===== config.mk =====
export PLATFORM = sky130hd
export DESIGN_NAME = warp_gto_select
export DESIGN_NICKNAME = d
export VERILOG_FILES = /design/src/rtl/warp_gto_select_pkg.sv /design/src/rtl/warp_gto_select_age_argmax.sv /design/src/rtl/warp_gto_select.sv
export SDC_FILE = /design/constraint.sdc
export NUM_CORES = 1
export LEC_CHECK = 0
export CAP_MARGIN = 20
export CELL_PAD_IN_SITES_DETAIL_PLACEMENT = 2
export CELL_PAD_IN_SITES_GLOBAL_PLACEMENT = 2
export CORE_MARGIN = 2
export CORE_UTILIZATION = 24
export CTS_CLUSTER_DIAMETER = 30
export DETAILED_ROUTE_END_ITERATION = 7
export GPL_TIMING_DRIVEN = 0
export PLACE_DENSITY_LB_ADDON = 0.1
export SYNTH_ARGS = -nofsm -noshare
export SYNTH_HDL_FRONTEND = slang
export SYNTH_HIERARCHICAL = 1
export SYNTH_SLANG_ARGS = --single-unit

===== constraint.sdc =====
create_clock -name clk -period 16.1 [get_ports clk]
set_clock_uncertainty 0.05 [all_clocks]
set_input_delay 3.22 -clock clk [delete_from_list [all_inputs] [get_ports clk]]
set_output_delay 3.22 -clock clk [all_outputs]
set_load 0.01 [all_outputs]

===== src/rtl/warp_gto_select_pkg.sv =====
// Shared scheduling types and defaults for the warp selector.
// Holds the policy encoding and the default greedy budget.
package warp_gto_select_pkg;

  typedef enum logic {
    SCHED_LRR = 1'b0,
    SCHED_GTO = 1'b1
  } sched_policy_t;

  localparam int GTO_GREEDY_MAX_DEFAULT = 8;

  // Width of an index into n items; never below one bit.
  function automatic int clog2_up(input int n);
    return (n > 1) ? $clog2(n) : 1;
  endfunction

endpackage


===== src/rtl/warp_gto_select_age_argmax.sv =====
// Combinational oldest-warp finder: maximum age among masked warps,
// ties resolved towards the lowest warp id.
module warp_age_argmax #(
  parameter int WARP_CNT       = 4,
  parameter int WARP_CNT_WIDTH = 2,
  parameter int AGE_WIDTH      = 6
) (
  input  logic [WARP_CNT-1:0]           mask,
  input  logic [WARP_CNT*AGE_WIDTH-1:0] ages,
  output logic                          valid,
  output logic [WARP_CNT_WIDTH-1:0]     wid
);

  logic [AGE_WIDTH-1:0] best_age;

  // Strict greater-than keeps the earlier (lower) wid on equal ages.
  always_comb begin
    valid    = 1'b0;
    wid      = '0;
    best_age = '0;
    for (int w = 0; w < WARP_CNT; w++) begin
      if (mask[w] && (!valid || (ages[w*AGE_WIDTH +: AGE_WIDTH] > best_age))) begin
        valid    = 1'b1;
        wid      = WARP_CNT_WIDTH'(w);
        best_age = ages[w*AGE_WIDTH +: AGE_WIDTH];
      end
    end
  end

endmodule


===== src/rtl/warp_gto_select.sv =====
// Policy-driven warp selector (loose round-robin or greedy-then-oldest)
// with per-warp wait ages, a starvation alert and a switch counter.
module warp_gto_select
  import warp_gto_select_pkg::*;
#(
  parameter int WARP_CNT       = 4,
  parameter int WARP_CNT_WIDTH = clog2_up(WARP_CNT),
  parameter int GREEDY_MAX     = GTO_GREEDY_MAX_DEFAULT,
  parameter int AGE_WIDTH      = 6,
  parameter int CTR_WIDTH      = 32
) (
  input  logic                      clk,
  input  logic                      reset,
  input  logic                      policy,
  input  logic [WARP_CNT-1:0]       ready_warps,
  input  logic [WARP_CNT-1:0]       spawn_mask,
  output logic                      sel_valid,
  output logic [WARP_CNT_WIDTH-1:0] sel_wid,
  input  logic                      sel_ready,
  output logic                      starve_alert,
  output logic [CTR_WIDTH-1:0]      switch_count
);

  localparam int CNT_W = $clog2(GREEDY_MAX + 1);
  localparam logic [CNT_W-1:0] CNT_LAST = CNT_W'(GREEDY_MAX - 1);
  localparam logic [AGE_WIDTH-1:0] AGE_SAT = {AGE_WIDTH{1'b1}};
  localparam logic [WARP_CNT_WIDTH-1:0] WID_LAST = WARP_CNT_WIDTH'(WARP_CNT - 1);

  logic [WARP_CNT_WIDTH-1:0] rr_ptr;
  logic [WARP_CNT_WIDTH-1:0] greedy_wid;
  logic                      greedy_vld;
  logic [CNT_W-1:0]          greedy_cnt;
  logic [AGE_WIDTH-1:0]      age [WARP_CNT];
  logic [WARP_CNT_WIDTH-1:0] last_wid;

  logic [WARP_CNT*AGE_WIDTH-1:0] age_flat;
  logic [WARP_CNT-1:0]           greedy_onehot;
  logic                          old_all_valid, old_oth_valid;
  logic [WARP_CNT_WIDTH-1:0]     old_all_wid, old_oth_wid;
  logic                          lrr_found;
  logic [WARP_CNT_WIDTH-1:0]     lrr_wid;
  logic                          budget_left, greedy_pick, forced_switch;
  logic [WARP_CNT_WIDTH-1:0]     gto_wid;
  logic                          fire;

  always_comb begin
    age_flat = '0;
    for (int w = 0; w < WARP_CNT; w++) begin
      age_flat[w*AGE_WIDTH +: AGE_WIDTH] = age[w];
    end
  end

  assign greedy_onehot = WARP_CNT'(1) << greedy_wid;

  warp_age_argmax #(
    .WARP_CNT      (WARP_CNT),
    .WARP_CNT_WIDTH(WARP_CNT_WIDTH),
    .AGE_WIDTH     (AGE_WIDTH)
  ) u_oldest_all (
    .mask (ready_warps),
    .ages (age_flat),
    .valid(old_all_valid),
    .wid  (old_all_wid)
  );

  warp_age_argmax #(
    .WARP_CNT      (WARP_CNT),
    .WARP_CNT_WIDTH(WARP_CNT_WIDTH),
    .AGE_WIDTH     (AGE_WIDTH)
  ) u_oldest_other (
    .mask (ready_warps & ~greedy_onehot),
    .ages (age_flat),
    .valid(old_oth_valid),
    .wid  (old_oth_wid)
  );

  // Loose round-robin: first ready warp at or after rr_ptr, wrapping.
  always_comb begin
    logic [WARP_CNT_WIDTH:0] idx;
    lrr_found = 1'b0;
    lrr_wid   = '0;
    idx       = '0;
    for (int i = 0; i < WARP_CNT; i++) begin
      idx = {1'b0, rr_ptr} + (WARP_CNT_WIDTH + 1)'(i);
      if (idx >= (WARP_CNT_WIDTH + 1)'(WARP_CNT)) begin
        idx = idx - (WARP_CNT_WIDTH + 1)'(WARP_CNT);
      end
      if (!lrr_found && ready_warps[idx[WARP_CNT_WIDTH-1:0]]) begin
        lrr_found = 1'b1;
        lrr_wid   = idx[WARP_CNT_WIDTH-1:0];
      end
    end
  end

  assign budget_left   = greedy_cnt < CNT_LAST;
  assign greedy_pick   = greedy_vld && ready_warps[greedy_wid] && budget_left;
  assign forced_switch = greedy_vld && !budget_left && (old_all_wid == greedy_wid) && old_oth_valid;
  assign gto_wid       = greedy_pick ? greedy_wid : (forced_switch ? old_oth_wid : old_all_wid);

  // Handshake: the offer (sel_valid, sel_wid) is combinational and may change
  // freely while sel_ready is low; a transfer happens only when both are high.
  assign sel_valid = |ready_warps;
  assign sel_wid   = !sel_valid ? '0 :
                     (sched_policy_t'(policy) == SCHED_GTO) ? gto_wid : lrr_wid;
  assign fire      = sel_valid && sel_ready;

  always_comb begin
    starve_alert = 1'b0;
    for (int w = 0; w < WARP_CNT; w++) begin
      starve_alert = starve_alert | (ready_warps[w] && (age[w] == AGE_SAT));
    end
  end

  always_ff @(posedge clk) begin
    if (reset) begin
      rr_ptr       <= '0;
      greedy_wid   <= '0;
      greedy_vld   <= 1'b0;
      greedy_cnt   <= '0;
      last_wid     <= '0;
      switch_count <= '0;
      for (int w = 0; w < WARP_CNT; w++) begin
        age[w] <= '0;
      end
    end else begin
      for (int w = 0; w < WARP_CNT; w++) begin
        if (spawn_mask[w]) begin
          age[w] <= '0;
        end else if (fire && (sel_wid == WARP_CNT_WIDTH'(w))) begin
          age[w] <= '0;
        end else if (ready_warps[w] && (age[w] != AGE_SAT)) begin
          age[w] <= age[w] + 1'b1;
        end
      end
      if (fire) begin
        rr_ptr   <= (sel_wid == WID_LAST) ? '0 : sel_wid + 1'b1;
        last_wid <= sel_wid;
        if (sel_wid != last_wid) begin
          switch_count <= switch_count + 1'b1;
        end
        // Greedy state tracks both policies so a policy change is seamless;
        // the count saturates since only "below the budget" matters.
        if (greedy_vld && (sel_wid == greedy_wid)) begin
          if (greedy_cnt != CNT_LAST) begin
            greedy_cnt <= greedy_cnt + 1'b1;
          end
        end else begin
          greedy_wid <= sel_wid;
          greedy_vld <= 1'b1;
          greedy_cnt <= '0;
        end
      end
    end
  end

endmodule

==> summary.md, run 1 <==
| Metric | Value |
|---|---|
| Status | finished, final reports clean |
| HPWL after DPL | 13800 um |
| First-pass GRT wire length | 29300 um |
| TritonCTS Buffers | 9 |
| Die width | 151 um |
| I/O pin total | 48 |
| Initial DRC Count | 154 |
| Fin util | 30.0% |
| Layout Cells excl Fill | 940 |
| GRT overflow | 0 |
| Ant diodes | 0 |
| Largest net degree at the start of global routing | 13 |
| Power Dens Cells | 89.5 mW/mm^2 |
| Post-CTS sizing | 0 |
| Routability congestion estimate | 0.793 |
| Drt total wl | 17900 um |
| Post-CTS setup buffer count | 0 |
| Worst EP arrival | 9990 ps |
| Clk sink count | 67 |
| Die H | 151 um |
| Slew Limit Fails | 0 |
| Max_slew headroom | 35.5% |
| Worst R2R Setup Slack | 8240 ps |
| I/O Buffers | 46 |
| H-tree depth | 3 |
| CORE AREA | 0.0212 sq mm |
| Mapped cell area | 0.00521 sq mm |
| Die Footprint | 0.0229 sq mm |
| RSZ-0062 raised after global routing | no |
| # hold bufs at CTS | 0 |
| Worst Tran Pin Value | 962 ps |
| Crit-path max FO | 10 |
| Synth warn | 6 |
| Critical path launch point type | primary input |
| R2r worst-path depth | 29 |
| Max VDD drop | 42.6 uV |
| Top Layer Used | met4 |
| Final setup viols | 0 |
| Initial antenna violation count | 0 |
| Clk pin slew, worst setup/hold paths | 60 ps |
| DRC violations left | 0 |
| Max cap viols | 0 |
| Hold Path Depth | 1 |
| Row cnt | 53 |
| Drt via density | 5.12 |
| TritonCTS clock tree | built |
| WP data required | 12830 ps |
| Critical R2R Capture | age[3][1] |
| Hold Fails Final Rpt | 0 |
| Hold path start | last_wid[1] |
| Gate Count Post-Synth | 603 |
| Hold WC Path Type | reg2reg |
| Crit path kind | in2out |
| Max clock buf depth | 2 |
| Drt wl/cell | 19.0 um |
| Pre-antenna DRT Iters | 4 |
| Type of destination of the critical path | output pin |
| Worst skew pair latency | 340 ps |
| Clock Tree Root | clkbuf_16 |
| Post-route minimum period | 13260 ps |
| Fillers | 2390 |
| Lkg Pwr | 0.00227 uW |
| FMAX | 75.4 MHz |
| Antenna viol nets, final | 0 |
| Fin crit share | 82.4% |
| Syn_area_per_cell | 8.63 sq um |
| Layout cell share with drive strength beyond 1 | 8.87% |
| Via count | 4813 |
| Dpl cells | 924 |
| Setup TNS | 0 ps |
| GRT Overall Usage | 16.6% |
| WHS Endpoint | last_wid[1] |
| Post-Syn Nets | 661 |
| WL met1 | 8780 um |
| Synth-to-Final Area Change | 21.7% |
| DR WL met3 | 358 um |
| FF-to-FF Start | age[1][5] |
| Vias in the first global route | 5309 |
| Initial cell density of the core | 24.6% |
| Post-layout nets | 718 |
| Routed wl met2 | 8500 um |
==> worst max-delay path by stage <==
stage                              start  depth (start not counted)  slack (ps)         end
after CTS                 ready_warps[0]                         28        2790  sel_wid[0]
after global placement    ready_warps[0]                         28        2940  sel_wid[0]
after floorplan           ready_warps[0]                         27        5010  sel_wid[1]
after detailed placement  ready_warps[0]                         28        2790  sel_wid[0]
after global routing      ready_warps[0]                         28        2320  sel_wid[0]
final                     ready_warps[0]                         28        2840  sel_wid[0]
==> per-stage QoR <==
stage / hold slack, ps / setup WS (ps) / total power, uW / area (sq um)
2_1_floorplan: 400 / 5010 / 303 / 5210
3_3_place_gp: 419 / 2940 / 347 / 6010
3_5_place_dp: 421 / 2790 / 354 / 6010
4_1_cts: 436 / 2790 / 578 / 6340
5_1_grt: 452 / 2320 / 601 / 6340
6_report: 432 / 2840 / 567 / 6340
==> power breakdown <==
group | internal (uW) | switching (uW)
Sequential | 184 | 13.3
Combinational | 62.2 | 89.4
Clock | 132 | 86.3
Total | 378 | 189
==> layout make-up <==
class | instances | area (sq um) | share of cell area [%]
inverter | 49 | 184 | 2.90
sequential | 67 | 1580 | 25.0
clock buffer | 13 | 303 | 4.78
tap | 275 | 344 | 5.43
buffer | 27 | 161 | 2.55
timing repair buffer | 46 | 460 | 7.27
multi-input combinational | 460 | 3280 | 51.7
clock inverter | 3 | 23.8 | 0.375
==> sequential cells by signal, indices dropped and copies added, names as in the netlist <==
name,flops
greedy_wid,2
age,24
rr_ptr,2
last_wid,2
greedy_vld,1
switch_count,32
greedy_cnt,4
==> layer usage <==
metal	global-route usage [%]	vias to the layer above
met2	27.4	48
met1	22.5	2415
met3	2.23	15
met5	0	-
li1	-	2335
met4	4.95	0
==> cell usage in the layout (no fill, tap or decap), types with 7 or more instances in the layout <==
master and n:
nand3_1 38, inv_1 48, xnor2_1 11, o21ai_0 10, clkbuf_1 10, edfxtp_1 24, xor2_1 9, nand2_1 51
clkbuf_16 11, nand4_1 14, or3_1 7, and3_1 10, dfxtp_1 43, mux2i_1 22, o21ai_1 8, nor2b_1 7
a21oi_1 47, nor2_1 43, ha_1 46, clkdlybuf4s50_1 46, or4_1 20, and2_1 7, o31ai_1 20, a211oi_1 8
==> critical path, cell delays in order <==
cell             delay, ps
clkdlybuf4s50_1        550
buf_6                  170
nand2_1                 90
ha_1                   370
nand4_1                150
o21bai_4               200
a31oi_4                350
mux2i_1                380
inv_1                   80
ha_1                   280
nand4_1                110
o221ai_1               210
o311a_1                190
buf_4                  180
mux2i_1                280
ha_1                   290
nor2b_1                140
o21ai_0                150
a32oi_1                150
o21ai_0                230
o21ai_0                280
xor2_1                 230
o41ai_1                540
o311a_1                270
o21ai_2                 90
nand2_1                140
inv_1                  120
clkdlybuf4s50_1        500
Power figures use the tool's default switching activity.
==> inputs of run 2 (changes only) <==
==> constraint.sdc (replaced) <==
create_clock -name clk -period 11 [get_ports clk]
set_clock_uncertainty 0.05 [all_clocks]
set_input_delay 2.2 -clock clk [delete_from_list [all_inputs] [get_ports clk]]
set_output_delay 2.2 -clock clk [all_outputs]
set_load 0.01 [all_outputs]
==> run 2 against run 1 <==
  * First-iteration DRC count rose by 15%
  * Largest cell class unchanged
  * Critical path depth fell by 1
  * Global-route usage rose by 0.077 points
  * Sequential power rose by 46%
  * Sequential share of layout area fell by 0.63 points
  * Power rose by 50%
  * Clock power rose by 46%
  * Non-clock buffer count rose by 6
  * Design area rose by 2.6%
  * Clock-buffer cell count did not move
  * Wire length rose by 1.2%
  * Utilization rose by 0.77 points
==> summary.md, run 2 (synthesis gave the netlist of run 1 again) <==
| Metric | Value |
|---|---|
| CORE AREA | 0.0212 sq mm (unchanged) |
| Routability congestion estimate | 0.793 (unchanged) |
| Hold WC Path Type | reg2reg (unchanged) |
| Most frequent cells in the layout | 51 x nand2_1, 47 x inv_1, 47 x a21oi_1 (was 51 x nand2_1, 48 x inv_1, 47 x a21oi_1) |
| Vias in the first global route | 5321 (was 5309) |
| H-tree depth | 3 (unchanged) |
| Hold Fails Final Rpt | 0 (unchanged) |
| Die Footprint | 0.0229 sq mm (unchanged) |
| Reg with most FFs | switch_count (unchanged) |
| Max_slew headroom | 36.7% (was 35.5%) |
| Synth-to-Final Area Change | 24.9% (was 21.7%) |
| Largest net degree at the start of global routing | 13 (unchanged) |
| Slew Limit Fails | 0 (unchanged) |
| Fillers | 2385 (was 2390) |
| Worst EP arrival | 8220 ps (was 9990 ps) |
| Initial antenna violation count | 0 (unchanged) |
| GRT overflow | 0 (unchanged) |
| Layout cell share with drive strength beyond 1 | 11.6% (was 8.87%) |
| Pre-CTS setup slack | -271 ps (was 2790 ps) |
| Worst skew pair latency | 340 ps (about the same) |
| Die width | 151 um (unchanged) |
| I/O Buffers | 46 (unchanged) |
| Worst Tran Pin Value | 944 ps (was 962 ps) |
| Crit-path max FO | 10 (unchanged) |
| Lkg Pwr | 0.00233 uW (was 0.00227 uW) |
| Setup TNS | 0 ps (unchanged) |
| Initial DRC Count | 177 (was 154) |
| Pre-antenna DRT Iters | 4 (unchanged) |
| Drt total wl | 18100 um (was 17900 um) |
| TritonCTS Buffers | 9 (unchanged) |
| Final instance area | 0.00650 sq mm (was 0.00634 sq mm) |
| RSZ-0062 raised after global routing | no (unchanged) |
| Post-layout nets | 724 (was 718) |
| Final setup viols | 0 (unchanged) |
| Clk pin slew, worst setup/hold paths | 60 ps (about the same) |
| Max reg flops | 32 (unchanged) |
| Max clock buf depth | 2 (unchanged) |
| # hold bufs at CTS | 0 (unchanged) |
| Max VDD drop | 62.0 uV (was 42.6 uV) |
| Most common cell after layout, fill and taps aside | nand2_1 (unchanged) |
| TritonCTS clock tree | built (unchanged) |
| Post-route minimum period | 10470 ps |
| DP Area | 0.00601 sq mm (unchanged) |
| Type of destination of the critical path | output pin (unchanged) |
| Initial cell density of the core | 24.6% (unchanged) |
| Drt wl/cell | 19.1 um (was 19.0 um) |
| First-pass GRT wire length | 29400 um (was 29300 um) |
| Antenna viol nets, final | 0 (unchanged) |
| Fin crit share | 95.2% |
| Largest registers | switch_count x32, age x24, greedy_cnt x4 (unchanged) |
| Via count | 4859 (was 4813) |
| DRC violations left | 0 (unchanged) |
| CP max stage delay | 590 ps (was 550 ps) |
| Critical-path top delay cell | clkdlybuf4s50_1 (unchanged) |
| Most used cell, CP | inv_1 |
| Clk sink count | 67 (unchanged) |
| Clock Tree Root | clkbuf_16 (unchanged) |
| GRT Overall Usage | 16.7% (was 16.6%) |
| Status | finished, final reports clean (unchanged) |
| Critical path launch point type | primary input (unchanged) |
| HPWL after DPL | 13800 um (unchanged) |
| Ant diodes | 0 (unchanged) |
| FMAX | 95.5 MHz |
| Drt via density | 5.14 (was 5.12) |
| Die H | 151 um (unchanged) |
| WP data required | 8750 ps (was 12830 ps) |
| Max cap viols | 0 (unchanged) |
| Worst setup margin | 527 ps (was 2840 ps) |
| I/O pin total | 48 (unchanged) |
| Power Dens Cells | 131 mW/mm^2 (was 89.5 mW/mm^2) |
| Crit path kind | in2out (unchanged) |
| Row cnt | 53 (unchanged) |
## run 2: power breakdown
part | internal (uW) | total [uW] | switching (uW)
combinational | 104 | 243 | 139
sequential | 269 | 288 | 19.6
clock | 194 | 320 | 126
total | 566 | 851 | 284
## run 2: metal layers
layer | up-vias | share of wire, % | track usage [%]
met5 | - | 0 | 0
met4 | 0 | 1.4 | 4.95
met3 | 13 | 1.8 | 2.23
met2 | 51 | 48 | 27.4
met1 | 2446 | 49 | 22.6
li1 | 2349 | - | -
## run 2: cell type report
cell class	instances	area [sq um]	share of cell area, %
plain buffers	27	165	2.54
clock buffers	13	303	4.66
clock inverters	3	23.8	0.366
inverters	49	184	2.83
multi-input cells	460	3370	51.8
flip-flops and latches	67	1580	24.3
well taps	275	344	5.29
repair buffers	52	533	8.20
## run 2: worst paths after layout
path                        from          end  slack, ps  depth (start not counted)
setup / recovery  ready_warps[1]   sel_wid[1]        530                         27
hold / removal       last_wid[1]  last_wid[1]        430                          1
setup reg to reg       age[1][5]    age[3][0]       3470                         31
hold reg to reg      last_wid[1]  last_wid[1]        430                          1
## run 2: what timing repair did
action                                  CTS  global route
resized for setup                         8            12
endpoints found under the setup margin    2             2
setup buffers                             4             2
pin swaps                                 2             2
endpoints found under the hold margin     0             0
## run 2: metrics by stage
stage	hold slack [ps]	total power (uW)	utilization, %	std cells
3_3_place_gp	419	508	28.4	924
6_report	431	851	30.7	946
4_1_cts	436	855	30.3	944
5_1_grt	452	901	30.7	946
3_5_place_dp	421	518	28.4	924
2_1_floorplan	400	443	-	603
## run 2: critical path: cells and delay by family
family                     cells  cell delay, ps
buffers and inverters          8            2070
adders and majority gates      2             620
AOI/OAI and AO/OA              8            1630
muxes                          2             410
and+or+nand+nor                7            1280
==> inputs of run 3 (changes only) <==
==> constraint.sdc (replaced) <==
create_clock -name clk -period 13.2 [get_ports clk]
set_clock_uncertainty 0.05 [all_clocks]
set_input_delay 2.64 -clock clk [delete_from_list [all_inputs] [get_ports clk]]
set_output_delay 2.64 -clock clk [all_outputs]
set_load 0.01 [all_outputs]
==> results of run 3 <==
The final DEF is identical to that of run 1. Status: finished, final reports clean.
Among the figures that moved: setup slack after placement 2790 ps -> 1050 ps; setup slack after layout 2840 ps -> 1100 ps; register-to-register setup slack 8240 ps -> 5340 ps; total power 567 uW -> 692 uW; worst IR drop on VDD 42.6 uV -> 52.0 uV
